### config.mk
export PLATFORM = sky130hd
export DESIGN_NAME = cpu_stack
export DESIGN_NICKNAME = d
export VERILOG_FILES = /design/src/rtl/cpu_stack.sv
export SDC_FILE = /design/constraint.sdc
export NUM_CORES = 2
export LEC_CHECK = 0
export BUFFER_PORTS_ARGS = -buffer_cell sky130_fd_sc_hd__buf_2
export CAP_MARGIN = 20
export CORE_MARGIN = 1.5
export CORE_UTILIZATION = 42
export CTS_CLUSTER_DIAMETER = 30
export CTS_CLUSTER_SIZE = 10
export DETAILED_ROUTE_END_ITERATION = 8
export GPL_ROUTABILITY_DRIVEN = 1
export GPL_TIMING_DRIVEN = 0
export MAX_ROUTING_LAYER = met4
export REMOVE_ABC_BUFFERS = 1
export SLEW_MARGIN = 40
export SYNTH_ARGS = -nofsm -noshare
export SYNTH_HDL_FRONTEND = slang
export SYNTH_SLANG_ARGS = --single-unit
### constraint.sdc
create_clock -name clk -period 13.59 [get_ports clk]
set_input_delay 1.359 -clock clk [delete_from_list [all_inputs] [get_ports clk]]
set_output_delay 1.359 -clock clk [all_outputs]
set_load 0.005 [all_outputs]
### src/rtl/cpu_stack.sv
// rtl/cpu_stack.sv - hardware stack with registered top-of-stack and circular spill array
// Overfilling overwrites the oldest spilled entry; overflow/underflow are sticky until reset or flush.
module cpu_stack #(
   parameter int WIDTH       = 16,
   parameter int SADDR_WIDTH = 8
) (
   input  logic                   clk,
   input  logic                   reset,
   input  logic                   push,
   input  logic                   pop,
   input  logic [WIDTH-1:0]       D,
   input  logic                   flush,
   output logic [WIDTH-1:0]       Q,
   output logic [WIDTH-1:0]       NOS,
   output logic [SADDR_WIDTH:0]   count,
   output logic                   empty,
   output logic                   full,
   output logic                   overflow,
   output logic                   underflow
);

   localparam int                   DEPTH     = 2 ** SADDR_WIDTH;
   localparam logic [SADDR_WIDTH:0] CAP       = (SADDR_WIDTH + 1)'(DEPTH + 1);
   localparam logic [SADDR_WIDTH:0] COUNT_ONE = (SADDR_WIDTH + 1)'(1);
   localparam logic [SADDR_WIDTH-1:0] SP_ONE  = SADDR_WIDTH'(1);

   logic [WIDTH-1:0]       mem [DEPTH];
   logic [SADDR_WIDTH-1:0] sp;
   logic [SADDR_WIDTH-1:0] sp_dec;
   logic                   wr_en;

   assign sp_dec = sp - SP_ONE;
   assign NOS    = mem[sp_dec];
   assign empty  = (count == '0);
   assign full   = (count == CAP);

   // The old TOS spills on every plain push, including from empty and when full.
   assign wr_en = reset & ~flush & push & ~pop;

   always_ff @(posedge clk) begin
      if (wr_en) begin
         mem[sp] <= Q;
      end
   end

   always_ff @(posedge clk or negedge reset) begin
      if (!reset) begin
         Q         <= '0;
         sp        <= '0;
         count     <= '0;
         overflow  <= 1'b0;
         underflow <= 1'b0;
      end else if (flush) begin
         Q         <= '0;
         sp        <= '0;
         count     <= '0;
         overflow  <= 1'b0;
         underflow <= 1'b0;
      end else if (push && pop) begin
         Q <= D;
      end else if (push) begin
         Q  <= D;
         sp <= sp + SP_ONE;
         if (full) begin
            overflow <= 1'b1;
         end else begin
            count <= count + COUNT_ONE;
         end
      end else if (pop) begin
         if (empty) begin
            underflow <= 1'b1;
         end else begin
            Q     <= (count == COUNT_ONE) ? '0 : mem[sp_dec];
            sp    <= sp_dec;
            count <= count - COUNT_ONE;
         end
      end
   end

endmodule

; ---- Word level (Yosys, flattened, before mapping)
; Memories as Yosys holds them, arrays and structs flattened.
; Index checks and enable logic that the tools add are counted.
[totals]
inputBits = 21
regBits = 35
ramBits = 4096
word_cells = 63
memories = 1
[classes]
n_reduce_logical = 13
bitwise_logic = 5
addsub = 4
n_mux = 28
n_eq_ne = 7
[mem_list]
columns = memory, words, width, rd, rd_clocked_by_memory_dff, wr, line_no
row1 = mem, 256, 16, 1, 0, 1, 27  ; logic [WIDTH-1:0] mem [DEPTH];
[ops]
columns = op, n
row1 = 2-to-1 mux 16 bit, 6
row2 = 2-to-1 mux 9 bit, 6
row3 = 2-to-1 mux 8 bit, 5
row4 = 2-to-1 mux 1 bit, 11
row5 = "adder 9 x 1 -> 9 bit, second input constant", 1
row6 = "== test 9 x 1 -> 1 bit, second input constant", 1
row7 = "== test 9 bit, second input constant", 1
row8 = logical NOT 9 bit, 1
row9 = "subtractor 9 x 1 -> 9 bit, second input constant", 1
row10 = "adder 8 x 1 -> 8 bit, second input constant", 1
row11 = AND reduction 4 bit, 2
row12 = nonzero test 2 bit, 4
row13 = "subtractor 8 x 1 -> 8 bit, second input constant", 1
row14 = "!= test 3 bit, second input constant", 2
row15 = AND reduction 3 bit, 2
row16 = "!= test 4 x 3 -> 1 bit, second input constant", 1
row17 = nonzero test 4 bit, 1
row18 = AND 1 bit, 3
row19 = nonzero test 3 bit, 1
row20 = "!= test 2 x 1 -> 1 bit, second input constant", 1
row21 = "!= test 2 bit, second input constant", 1
row22 = NOT 1 bit, 2
row23 = AND reduction 2 bit, 1
row24 = logical AND 1 bit, 1

; ---- Depth between registers and ports, before layout
; An unclocked memory read counts as a cell.
[depth]
depth_word = 8
ltp_mapped = 18
ltp_nobuf = 9

; ---- Least setup slack after synthesis
; Ideal clock, no wire load.
[synth_timing]
kind = reg-to-output
start = reg sp[0]
end = out NOS[15]
arrival_ns = 4.074
stages_incl_launch_ff = 19
path_slack_ns = 8.157
path_cell_list = dfrtp_1 buf_2 buf_2 buf_4 buf_2 buf_2 inv_1 ha_1 buf_2 buf_1 clkbuf_1 clkbuf_1 mux4_2 nand2_1 nand3_1 nand3_1 nand3_1 a32oi_1 o311ai_1
[synth_via]
elab_chain_cells = 2
[synth_lines]
columns = item, line_no
row1 = from (decl), 28  ; logic [SADDR_WIDTH-1:0] sp;
row2 = from (signal assigned), 63  ; sp <= sp + SP_ONE;
row3 = from (signal assigned), 74  ; sp <= sp_dec;
row4 = subtractor 8 x 1 -> 8 bit, 32  ; assign sp_dec = sp - SP_ONE;
row5 = memory read (256 x 16 bit), -
row6 = to (decl), 14  ; output logic [WIDTH-1:0] NOS,
; No other way between the ends.

; ---- Worst setup path in the final report
[layout_timing]
start = reg sp[0]
end = out NOS[8]
; The elaborated chain is that of the path after synthesis.

==> results.cfg <==
[setup_path]
regToRegStartpoint = sp[0]$_DFFE_PN0P_
required_ps = 12230
critPathMaxFanout = 35
reg2regPathDepth = 18
rr_endpoint = Q[8]$_DFFE_PN0P_
path_cells = buf_12 -> buf_12 -> buf_12 -> inv_1 -> ha_4 -> buf_12 -> buf_12 -> buf_12 -> buf_12 -> buf_12 -> buf_12 -> mux4_2 -> nand2_1 -> nand3_1 -> nand3_1 -> nand3_1 -> a32oi_1 -> o311ai_2 -> buf_2
worstSetupPathType = flip-flop to output port
cp.arrival_ps = 7580
r2r_slack_ps = 7240
slowest_delay_ps = 870
critPathLaunchType = flip-flop
critPathCaptureType = output port
cp_slowest_cell = a32oi_1
cpMostUsedCell = buf_12

[synth]
avgSynthCellArea_um2 = 21.2
synth_adder_area_share_pct = 0.0624
syn_area_mm2 = 0.160
ys_seq_area_share_pct = 77.2
syn_inst = 7560
synth_cell_types = 77
synth_top_family_by_area = multiplexers
synth_seq_cells = 4131
synth-xor-area-share_pct = 0.0756
synth-edff-count = 4096
synth-compound-area-share_pct = 1.60
synthMuxAreaShare_pct = 16.4
synthArstFlopShare_pct = 0.847
ys.flop_type = edfxtp_1
synth-simple-area-share_pct = 3.37
yosys_warnings = 0

[route]
detail-route-antenna-nets = 0
routed_wl_mm = 418
met2WireLength_mm = 201
first_pass_iters = 7
via_per_inst = 5.76
drt-met1-wl_mm = 166
num_vias = 80900
wl_per_cell_um = 29.8
drc = 0
drt_iter0_markers = 8810
top_layer = met4
dr_wl_met3_mm = 32.1

[grt]
grt_pass1_vias = 83300
grt_max_degree = 61
grt_pass1_wl_mm = 601
grt_util_all_layers_pct = 22.0
antenna_found_initial = 7
gr-total-overflow = 0

[clock_tree]
postCtsSetupBuffers = 0
cts_resized = 0
clk_latency_ps = 1050
htree_levels = 6
tritoncts = built
cts_made_buffers = 727
path_clk_slew_ps = 50
clock-sinks = 4131
clock-root-buffer = clkbuf_16
ctsLongestPathBuffers = 4
hold_buffers = 0

[finish]
area_delta_synth_final_pct = 25.9
final_core_util_pct = 53.2
fin_nets = 8433
drive_above_1_share_pct = 35.3
fin_cells = 14100
final_cell_mix = edfxtp_1 (4096), mux4_2 (1061), clkbuf_16 (735)
final_common_cell = edfxtp_1

[timing]
hold_violations = 0
relSlewSlack_pct = 32.2
fin_worst_skew_ps = 70.6
rsz0062_at_grt = false
setup_viol = 0
worst_pin_slew_ps = 1010
max_freq_mhz = 112
final_max_slew_viol_count = 0
finalCritPeriodShare_pct = 65.8
fin_crit_ps = 8940
setup-tns-final_ps = 0

[worst_hold_path]
hold_path.class = input pin to async pin

[floorplanning]
chipHeight_um = 621
die_x_um = 621
ios = 66
core_mm2 = 0.380
row_count = 226
start_util_pct = 42.3
die_area_mm2 = 0.386

[power]
power.density_mw_per_mm2 = 242
p_leak_nw = 65.6
vdd.ir_drop.worst_mv = 0.200

[run_status]
status = complete, no violations

[placed_design]
dp_hpwl_mm = 274
place.gp.congestion = 0.813
io_buffers = 65
dp.cells = 12700

[job]
maxCapViolations = 0
-- sequential cells by signal (all words and copies together) (netlist names) --
| name | flops |
|---|---|
| mem | 4096 |
| Q | 16 |
| count | 9 |
| sp | 8 |
| overflow | 1 |
| underflow | 1 |
-- report_power, final --
part	internal, W	switching [W]	leakage (nW)
registers	0.0155	0.000282	37.9
clock network	0.0122	0.00643	12.2
logic	0.00509	0.00933	15.4
total	0.0329	0.0160	65.6
-- per-layer routing --
layer  vias to the layer above  track usage, %
met2                      3417            34.0
met5                         -               -
met3                       842            4.35
met4                         0            9.69
met1                     43200            28.6
li1                      33400               -
-- how the worst max path moves through the flow --
stage / startpoint / end / slack [ps] / depth (start not counted)
after floorplan: sp[0]$_DFFE_PN0P_ / NOS[0] / -51920 / 9
after global placement: sp[0]$_DFFE_PN0P_ / NOS[14] / -101820 / 8
after detailed placement: sp[0]$_DFFE_PN0P_ / NOS[8] / 5710 / 19
after CTS: sp[0]$_DFFE_PN0P_ / NOS[8] / 4590 / 19
after global routing: sp[0]$_DFFE_PN0P_ / NOS[8] / 4430 / 19
final: sp[0]$_DFFE_PN0P_ / NOS[8] / 4650 / 19
-- cell type report --
cell class                 instances  area, µm²
sequential                      4131     124000
antenna                            8       20.0
clock inverter                   531       6890
timing repair buffer             560       8930
tap                             5016       6280
clock buffer                     820      18700
fill                           28300     178000
multi-input combinational       2970      37200
inverter                          14       52.6
-- synthesized netlist by cell type (4+ instances only) --
cell type | n | area, µm²
clkbuf_1 | 207 | 777
nor2b_1 | 16 | 100
a41oi_1 | 4 | 35.0
nand2_1 | 566 | 2120
o311ai_1 | 13 | 114
o21a_1 | 5 | 37.5
a2111oi_0 | 6 | 52.6
a22oi_1 | 7 | 52.6
mux4_2 | 1061 | 23900
xor2_1 | 6 | 52.6
nor3_1 | 9 | 45.0
buf_4 | 10 | 75.1
o211ai_1 | 7 | 52.6
a32oi_1 | 13 | 114
ha_1 | 8 | 100
xnor2_1 | 6 | 52.6
nand4_1 | 12 | 75.1
edfxtp_1 | 4096 | 123000
a222oi_1 | 13 | 130
inv_1 | 14 | 52.6
o221ai_1 | 16 | 140
o31ai_1 | 6 | 45.0
dfrtp_1 | 35 | 876
a21oi_1 | 74 | 370
buf_2 | 184 | 921
o211a_1 | 4 | 40.0
a21boi_0 | 7 | 52.6
or3_1 | 4 | 25.0
nor4_1 | 5 | 31.3
a211oi_1 | 28 | 210
a311o_1 | 12 | 120
and3_1 | 33 | 206
nor2_1 | 390 | 1460
buf_1 | 41 | 154
and2_1 | 9 | 56.3
mux2i_1 | 245 | 2450
a211o_1 | 4 | 35.0
nand3_1 | 216 | 1080
a31oi_1 | 22 | 138
o21ai_0 | 52 | 260
o2111ai_1 | 17 | 149
a311oi_1 | 24 | 210
-- through the flow --
| stage | hold WS, ps | power, W | cell area, µm² | worst slack (ps) |
|---|---|---|---|---|
| after floorplan | 486 | 0.0273 | 159000 | -51920 |
| after global placement | 483 | 0.0293 | 165000 | -101820 |
| after detailed placement | 499 | 0.0303 | 176000 | 5710 |
| after CTS | 302 | 0.0490 | 202000 | 4590 |
| after global routing | 340 | 0.0502 | 202000 | 4430 |
| final | 351 | 0.0489 | 202000 | 4650 |
-- worst max-delay path: cells and delay by family (launching register included) --
| family | cells | cell delay, ps |
|---|---|---|
| buf+inv | 11 | 2780 |
| mux | 1 | 340 |
| compound gates | 2 | 1270 |
| fa+ha+maj | 1 | 650 |
| simple gates | 4 | 740 |
| flops | 1 | 600 |
-- kinds of logic after synthesis --
| group | after synthesis |
|---|---|
| and+or+nand+nor | 1283 |
| AOI/OAI and AO/OA | 357 |
| muxes | 1309 |
| adders and majority gates | 8 |
| buffers and inverters | 459 |
| DFF | 4131 |
| xor gates and xnor gates | 13 |
Power figures use the tool's default switching activity.
